File: src/rtl/pipelined_csel_adder.sv
// pipelined_csel_adder: pipelined carry-select adder/subtractor on a valid/ready
// stream. Operands are split into WIDTH/BLOCK blocks, one block resolved per stage.
//   clk, rst_n (async, active low)
//   in_valid/in_ready, a, b, cin, sub : operand side (sub=1 -> a-b, cin ignored)
//   out_valid/out_ready, sum, cout, ovf : result side, all registered
module pipelined_csel_adder #(
    parameter int WIDTH = 16,
    parameter int BLOCK = 4
) (
    input  logic             clk,
    input  logic             rst_n,
    input  logic             in_valid,
    output logic             in_ready,
    input  logic [WIDTH-1:0] a,
    input  logic [WIDTH-1:0] b,
    input  logic             cin,
    input  logic             sub,
    output logic             out_valid,
    input  logic             out_ready,
    output logic [WIDTH-1:0] sum,
    output logic             cout,
    output logic             ovf
);
    localparam int NBLK = WIDTH / BLOCK;

    if (WIDTH % BLOCK != 0) begin : g_bad_cfg
        $fatal(1, "pipelined_csel_adder: WIDTH must be a multiple of BLOCK");
    end

    logic             en;
    logic             acc;
    logic             ci;
    logic [WIDTH-1:0] bp;

    // Enable is global: a stalled output freezes every stage, bubbles included.
    assign en       = ~out_valid | out_ready;
    assign in_ready = en;
    assign acc      = in_valid & en;
    assign bp       = sub ? ~b : b;
    assign ci       = sub | cin;

    for (genvar k = 1; k <= NBLK; k++) begin : g_stg
        logic [BLOCK-1:0]   xa;
        logic [BLOCK-1:0]   xb;
        logic               xc;
        logic               v_d;
        logic               v_q;
        logic               c_q;
        logic [BLOCK:0]     r0;
        logic [BLOCK:0]     r1;
        logic [BLOCK:0]     rs;
        logic [k*BLOCK-1:0] s_d;
        logic [k*BLOCK-1:0] s_q;

        if (k == 1) begin : g_src
            assign xa  = a[BLOCK-1:0];
            assign xb  = bp[BLOCK-1:0];
            assign xc  = ci;
            assign v_d = acc;
            assign s_d = rs[BLOCK-1:0];
        end else begin : g_src
            assign xa  = g_stg[k-1].g_up.ua_q[BLOCK-1:0];
            assign xb  = g_stg[k-1].g_up.ub_q[BLOCK-1:0];
            assign xc  = g_stg[k-1].c_q;
            assign v_d = g_stg[k-1].v_q;
            assign s_d = {rs[BLOCK-1:0], g_stg[k-1].s_q};
        end

        // Both carry hypotheses, resolved by the registered carry from below.
        assign r0 = {1'b0, xa} + {1'b0, xb};
        assign r1 = r0 + (BLOCK+1)'(1);
        assign rs = xc ? r1 : r0;

        always_ff @(posedge clk or negedge rst_n) begin
            if (!rst_n) begin
                v_q <= 1'b0;
                c_q <= 1'b0;
                s_q <= '0;
            end else if (en) begin
                v_q <= v_d;
                c_q <= rs[BLOCK];
                s_q <= s_d;
            end
        end

        if (k < NBLK) begin : g_up
            logic [WIDTH-k*BLOCK-1:0] ua_d;
            logic [WIDTH-k*BLOCK-1:0] ub_d;
            logic [WIDTH-k*BLOCK-1:0] ua_q;
            logic [WIDTH-k*BLOCK-1:0] ub_q;

            if (k == 1) begin : g_in
                assign ua_d = a[WIDTH-1:BLOCK];
                assign ub_d = bp[WIDTH-1:BLOCK];
            end else begin : g_in
                assign ua_d = g_stg[k-1].g_up.ua_q[WIDTH-(k-1)*BLOCK-1:BLOCK];
                assign ub_d = g_stg[k-1].g_up.ub_q[WIDTH-(k-1)*BLOCK-1:BLOCK];
            end

            always_ff @(posedge clk or negedge rst_n) begin
                if (!rst_n) begin
                    ua_q <= '0;
                    ub_q <= '0;
                end else if (en) begin
                    ua_q <= ua_d;
                    ub_q <= ub_d;
                end
            end
        end else begin : g_last
            logic ovf_d;
            logic ovf_q;

            // The top block carries the sign bits of A and B'.
            assign ovf_d = (xa[BLOCK-1] == xb[BLOCK-1]) &
                           (rs[BLOCK-1] != xa[BLOCK-1]);

            always_ff @(posedge clk or negedge rst_n) begin
                if (!rst_n) begin
                    ovf_q <= 1'b0;
                end else if (en) begin
                    ovf_q <= ovf_d;
                end
            end
        end
    end

    assign out_valid = g_stg[NBLK].v_q;
    assign sum       = g_stg[NBLK].s_q;
    assign cout      = g_stg[NBLK].c_q;
    assign ovf       = g_stg[NBLK].g_last.ovf_q;

endmodule

File: config.mk
export PLATFORM = sky130hd
export DESIGN_NAME = pipelined_csel_adder
export DESIGN_NICKNAME = d
export VERILOG_FILES = /design/src/rtl/pipelined_csel_adder.sv
export SDC_FILE = /design/constraint.sdc
export NUM_CORES = 1
export LEC_CHECK = 0
export ABC_AREA = 1
export CAP_MARGIN = 20
export CORE_UTILIZATION = 50
export DETAILED_ROUTE_END_ITERATION = 8
export PLACE_DENSITY_LB_ADDON = 0.3
export SYNTH_ARGS = -nofsm -noshare
export SYNTH_HDL_FRONTEND = slang
export SYNTH_SLANG_ARGS = --single-unit
File: constraint.sdc
create_clock -name clk -period 1.9 [get_ports clk]
set_input_delay 0.38 -clock clk [delete_from_list [all_inputs] [get_ports clk]]
set_output_delay 0.38 -clock clk [all_outputs]
set_load 0.02 [all_outputs]
==> results of run 1 <==
-- metrics by stage --
stage / hold slack, ps / std cells / total power, W / setup TNS, ps
floorplan: 84.41 / 546 / 0.006249 / -711.3
CTS: 436.2 / 724 / 0.008882 / -4.675
finish: 441.5 / 727 / 0.009232 / 0
global route: 444.4 / 727 / 0.01012 / -275.6
detailed placement: 280.0 / 706 / 0.007605 / -2384
global placement: 274.4 / 706 / 0.007435 / -1994
-- layer usage --
metal | up-vias | track usage | wire length [um]
li1 | 1867 | - | -
met1 | 1715 | 0.2494 | 4230
met2 | 69 | 0.3518 | 4507
met3 | 9 | 0.02553 | 247
met4 | 0 | 0.07807 | 99
met5 | - | 0 | 0
-- kinds of logic (layout without fill, tap and decap cells) --
group,count (synthesis),in the layout,synth area share
simple gates,277,277,0.2441
xor+xnor,17,17,0.03331
buf+inv,61,134,0.05729
flops,97,97,0.5169
fa+ha+maj,24,24,0.07034
compound gates,70,70,0.07807
-- cell type report --
type | count | area share
flip-flops and latches | 97 | 0.4186
multi-input cells | 388 | 0.3663
repair buffers | 81 | 0.1370
inverters | 39 | 0.02567
clock buffers | 10 | 0.02373
well taps | 108 | 0.02330
clock inverters | 4 | 0.005394
-- synthesized netlist by cell type, drive strengths merged --
library cell / number
nand2: 223
dfrtp: 97
o21ai: 48
inv: 39
nand3: 28
ha: 20
nor2: 18
a21oi: 17
buf: 16
xnor2: 13
clkbuf: 6
fa: 4
xor2: 4
nand3b: 3
nand4: 3
a22o: 2
or2: 2
a31oi: 1
o22ai: 1
o31ai: 1
-- cells in the final DEF, fill, tap and decap left out, types with 5 or more instances in the layout --
master	instances
nand2_2	8
clkdlybuf4s50_1	51
a21oi_1	15
nor2_1	8
dfrtp_1	97
clkbuf_8	10
inv_2	5
ha_1	14
inv_1	33
xnor2_1	12
nand3_2	7
nand3_1	21
nor2_4	6
o21ai_0	44
nand2_1	212
ha_2	5
buf_4	19
-- where the power goes --
part / switching (W) / internal, W / total (W)
Clock: 0.000670 / 0.000499 / 0.00117
Sequential: 0.000514 / 0.00298 / 0.00349
Combinational: 0.00260 / 0.00197 / 0.00457
-- state kept, by name, indices dropped and copies added (netlist names) --
signal / count
g_stg.s_q: 24
cout: 1
out_valid: 1
g_stg.c_q: 3
ovf: 1
sum: 16
g_stg.g_up.ua_q: 24
g_stg.g_up.ub_q: 24
g_stg.v_q: 3
-- critical path, stage by stage (launching register included) --
cell	delay, ps
dfrtp_1	380
ha_2	200
inv_2	40
fa_1	510
inv_2	120
nand3_2	80
nor2_2	120
nand3_2	100
nand2_2	80
nand2_1	50
nand3_1	80
nand2_1	50
-- worst paths after layout --
path,from,endpoint,cells past startpoint
worst min-delay path,rst_n,sum[1]$_DFFE_PN0N_,2
min in group clk,g_stg[3].v_q$_DFFE_PN0N_,out_valid$_DFFE_PN0N_,2
max in group asynchronous,rst_n,g_stg[3].g_up.ub_q[2]$_DFFE_PN0N_,3
worst max register to register,g_stg[3].g_up.ub_q[0]$_DFFE_PN0N_,ovf$_DFFE_PN0N_,11
worst max-delay path,g_stg[3].g_up.ub_q[0]$_DFFE_PN0N_,ovf$_DFFE_PN0N_,11
worst min register to register,g_stg[3].v_q$_DFFE_PN0N_,out_valid$_DFFE_PN0N_,2
-- timing repair --
action                                  in CTS  in global routing
buffers inserted                             3                  4
pin swaps                                   13                 22
endpoints found under the setup margin       8                 13
hold buffers                                 1                  0
gates resized for setup                     13                 28
endpoints found under the hold margin       18                  0
==> summary.md, run 1 <==
| Metric | Value |
|---|---|
| Min-Delay Path Class | primary input to asynchronous set/reset pin |
| Placeable core area | 8891 um2 |
| Filler cell count | 746 |
| Placer's final routability congestion estimate | between 0.7 and 0.8 |
| Yosys warnings | 0 |
| Worst EP required | 2150 ps |
| Initial antenna violation count | 0 |
| Endpoints failing hold | 0 |
| Total of max-cap violations | 0 |
| DR pass1 iterations | 4 |
| Setup violations, final | 0 |
| Crit share post-route | 0.9993 |
| Final clock skew | 9.986 ps |
| Top-area cell type share of the netlist area | 0.5169 |
| Share of cells above drive strength 1 | 0.1357 |
| Arr. time, crit path | 2150 ps |
| Mean routed wirelength per cell | approximately 12 um |
| Area of the multi-input gates | 2125 um2 |
| Worst Slack Setup Final | around 1.3 ps |
| Clk sinks | 97 |
| Setup slack after placement | -678.0 ps |
| Max Slew Vio Count | 0 |
| Synth Instances | 546 |
| Final min period | approximately 1900 ps |
| Register area | approximately 2400 um2 |
| Initial DRC Count | 150 |
| Maximum VDD drop | 0.5975 mV |
| DRC Markers | 0 |
| GR Util All Layers | 0.1993 |
| Unrepaired setup endpoints after global routing | yes |
| Dominant cell type by area after synthesis | dfrtp_1 |
| Post-Syn Area | ~4700 um2 |
| First-pass GRT wire length | 15630 um |
| CP Launch Type | flop |
| Clock Tree Buf Depth | 2 |
| Status | finished clean |
| Slack of the worst reg-to-reg path | 1 ps |
| Clk slew on worst S/H paths | 90 ps |
| Crit end category | flop |
| DIE HEIGHT | 98.91 um |
| Worst slew pin tran | around 320 ps |
| CTS Buf Count | 9 |
| Final #Nets | just under 700 |
| Via count | 3660 |
| CTS HTree Levels | 3 |
| Crit Path Max Fanout | 3 |
| Count of cell types in the netlist | 32 |
| IO buf count | 57 |
| WL final | 9084 um |
| DP Area | approximately 5500 um2 |
| Syn Nets | 608 |
| Seq cells post-synth | 97 |
| Register area share after synthesis | 0.5169 |
| Area contributors post-synth | dfrtp_1, nand2_1, ha_1 |
| Power per cell area | 1592 nW/um2 |
| Largest net degree at the start of global routing | 81 |
| Die ar. | 9783 um2 |
| Root buffer cell | clkbuf_8 |
| FMAX | around 0.53 GHz |
| Post-route cell area | between 5000 and 6000 um2 |
| Post-route ant nets | 0 |
| Post-DP HPWL | between 6000 and 7000 um |
| Finished Core Util | 0.6523 |
| Slew headroom | 0.7838 |
| Syn avg cell area | 8.600 um2 |
| Vias in the first global route | between 3k and 4k |
| Ports | 58 |
| Skew-Pair Late Insertion Delay | between 300 and 400 ps |
| Die X | 98.91 um |
| Leakage | 2.842 nW |
| GRT overflow | 0 |
| Cell Rows | 34 |
| Diodes inserted | 0 |
| CTS tree | built |
| Initial core utilization | 0.5281 |
| Area Overhead vs Synth | 23.50% |
| Vias/cell | 5.034 |
| Critical path class | flop to flop |
Note: power is estimated with default switching activity, not from simulation.
==> run 2, diff against run 1 <==
--- a/config.mk
+++ b/config.mk
@@ -7,9 +7,11 @@
 export LEC_CHECK = 0
 export ABC_AREA = 1
 export CAP_MARGIN = 20
+export CORE_ASPECT_RATIO = 0.75
 export CORE_UTILIZATION = 50
 export DETAILED_ROUTE_END_ITERATION = 8
 export PLACE_DENSITY_LB_ADDON = 0.3
+export REMOVE_ABC_BUFFERS = 1
 export SYNTH_ARGS = -nofsm -noshare
 export SYNTH_HDL_FRONTEND = slang
 export SYNTH_SLANG_ARGS = --single-unit
==> constraint.sdc (replaced) <==
create_clock -name clk -period 1.9 [get_ports clk]
set_input_delay 0.38 -clock clk [delete_from_list [all_inputs] [get_ports clk]]
set_output_delay 0.38 -clock clk [all_outputs]
set_load 0.01 [all_outputs]
==> run 2 against run 1 <==
Against the previous run: the flow now finishes with violations (setup timing); final area increased by 2.2%; worst setup slack got worse by 22 ps; non-clock buffer count increased by 1; sequential share of layout area decreased by 0.90 points; sequential power about the same; worst hold slack improved by 5.7 ps; first-iteration DRC count increased by 15%; fmax decreased by 1.1%; utilization about the same.
==> summary.md, run 2 (synthesis gave the netlist of run 1 again) <==
| Metric | Value |
|---|---|
| Most common cell after layout, fill and taps aside | nand2_1 |
| Reg2Reg Depth | 8 |
| Worst slew pin tran | 384.3 ps |
| Initial antenna violation count | 0 |
| Placeable core area | 9084 um2 |
| Worst path depth | 8 |
| Cell Rows | 30 |
| Biggest regs | g_stg.g_up.ua_q x24, g_stg.g_up.ub_q x24, g_stg.s_q x24 |
| WP buf/inv | 0 |
| Clk slew on worst S/H paths | roughly 60 ps |
| Setup violations, final | 1 |
| Status | complete, but fails checks |
| Vias/cell | 4.818 |
| Die ar. | 9787 um2 |
| CTS tree | built |
| Diodes inserted | 0 |
| Hold Crit Endpoint | out_valid$_DFFE_PN0N_ |
| Largest net degree at the start of global routing | 88 |
| Max Slew Vio Count | 0 |
| Via count | 3609 |
| DR pass1 iterations | 4 |
| WHS Path Cells | 2 |
| Launch point of the worst reg-to-reg path | g_stg[1].g_up.ub_q[0]$_DFFE_PN0N_ |
| Top Layer Used | met4 |
| Slack of the worst reg-to-reg path | -20 ps |
| Post-route ant nets | 0 |
| Clock Tree Buf Depth | 2 |
| Ports | 58 |
| Crit Path Max Fanout | 3 |
| Post-route cell area | 5927 um2 |
| Root buffer cell | clkbuf_16 |
| DIE HEIGHT | 85.93 um |
| Slew headroom | 0.7438 |
| CTS HTree Levels | 3 |
| Commonest cells after routing, fill and taps aside | nand2_1, dfrtp_1, clkdlybuf4s50_1 |
| Power Total | 0.009410 W |
| Share of cells above drive strength 1 | 0.1256 |
| Vias in the first global route | 3649 |
| Clk sinks | 97 |
| DP Area | 5461 um2 |
| Finished Core Util | 0.6525 |
| Leakage | between 2 and 3 nW |
| IO buf count | 57 |
| Worst Slack Setup Final | -20.47 ps |
| Initial DRC Count | between 150 and 200 |
| Critical-path cell list | ha_2 > fa_1 > ha_2 > nand2_2 > nor2_4 > nand4_1 > nand3_2 > o21ai_1 |
| M1 WL | 4092 um |
| Filler cell count | ~770 |
| Crit path max-delay family | adder cells |
| Top cell by count, worst path | ha_2 |
| Routed met3 length | approximately 290 um |
| GRT overflow | 0 |
| Crit share post-route | 1.011 |
| Arr. time, crit path | 2130 ps |
| Maximum VDD drop | 0.5398 mV |
| WL final | 8674 um |
| Initial core utilization | 0.5169 |
| Min-Delay Path Class | flop to flop |
| Mean routed wirelength per cell | ~12 um |
| Die X | 113.9 um |
| Final #Nets | 679 |
| Worst r2r dst | g_stg[2].c_q$_DFFE_PN0N_ |
| FMAX | 0.5207 GHz |
| Setup TNS | -20.47 ps |
| Hold_sp | g_stg[3].v_q$_DFFE_PN0N_ |
| Critical path class | flop to flop |
| Failing checks | setup timing |
| Final clock skew | 6.843 ps |
| First-pass GRT wire length | around 16000 um |
| Placer's final routability congestion estimate | 0.8236 |
| Critical path's slowest cell | fa_1 |
| Power per cell area | between 1500 and 2000 nW/um2 |
| DRC Markers | 0 |
| Crit end category | flop |
| Critical Path Max Stage Delay | around 530 ps |
| Unrepaired setup endpoints after global routing | yes |
| CP Launch Type | flop |
| Endpoints failing hold | 0 |
| GR Util All Layers | 0.2014 |
| CTS Buf Count | 9 |
| Final min period | 1920 ps |
| Setup slack after placement | -692.6 ps |
| Area Overhead vs Synth | 26.22% |
| Post-DP HPWL | 5738 um |
| WL met2 | roughly 4200 um |
| Total of max-cap violations | 0 |
| Skew-Pair Late Insertion Delay | 340 ps |
| Worst EP required | approximately 2100 ps |
run 2: cell types whose count changed in the layout (fill, tap and decap cells not counted), moves of 3 or more:
cell / before / now
clkbuf_8: 10 / 2
nor2_1: 8 / 11
dlygate4sd2_1: 4 / 1
clkbuf_16: 0 / 9
run 2: worst max-delay path by stage:
stage / startpoint / endpoint / slack [ps]
after global placement: sub / g_stg[1].c_q$_DFFE_PN0N_ / -610
after global routing: g_stg[1].g_up.ub_q[0]$_DFFE_PN0N_ / g_stg[2].c_q$_DFFE_PN0N_ / -120
final: g_stg[1].g_up.ub_q[0]$_DFFE_PN0N_ / g_stg[2].c_q$_DFFE_PN0N_ / -20
after CTS: a[0] / g_stg[1].c_q$_DFFE_PN0N_ / -10
after floorplan: out_valid$_DFFE_PN0N_ / g_stg[1].c_q$_DFFE_PN0N_ / -910
after detailed placement: sub / g_stg[1].c_q$_DFFE_PN0N_ / -690
run 2: cell type report:
cell class,instances,area (um2),share of cell area
flip-flops and latches,97,2427,0.4095
multi-input cells,388,2095,0.3534
inverters,39,148.9,0.02512
well taps,128,160.2,0.02702
repair buffers,82,798.3,0.1347
clock buffers,13,260.3,0.04391
clock inverters,2,37.54,0.006333
run 2: power by group:
| group | internal, W | switching (W) | total, W | leakage (nW) |
|---|---|---|---|---|
| clock | 0.00109 | 0.000718 | 0.00180 | 0.142 |
| combinational | 0.00184 | 0.00228 | 0.00412 | 1.59 |
| sequential | 0.00299 | 0.000496 | 0.00348 | 1.17 |
| total | 0.00592 | 0.00349 | 0.00941 | 2.91 |
run 2: routing by layer:
| metal | up-vias | GRT usage |
|---|---|---|
| met5 | - | 0 |
| met1 | 1681 | 0.2392 |
| li1 | 1872 | - |
| met3 | 7 | 0.05088 |
| met4 | 0 | 0.06257 |
| met2 | 49 | 0.3614 |
run 2: tightest hold or removal path, delay by kind of cell, from the launching register on:
kind	cells	cell delay [ps]
buffers and inverters	1	40
DFF	1	320
and+or+nand+nor	1	50
run 2: timing repair:
action | CTS | global route
gates resized for setup | 15 | 22
hold buffers | 1 | 0
endpoints found under the setup margin | 8 | 10
buffers inserted | 3 | 5
pin swaps | 9 | 22
endpoints found under the hold margin | 24 | 0
run 2: metrics by stage:
step,cells,hold WS (ps)
2_1_floorplan,524,84.41
3_3_place_gp,725,325.4
3_5_place_dp,725,326.8
4_1_cts,744,449.5
5_1_grt,749,488.7
6_report,749,447.2
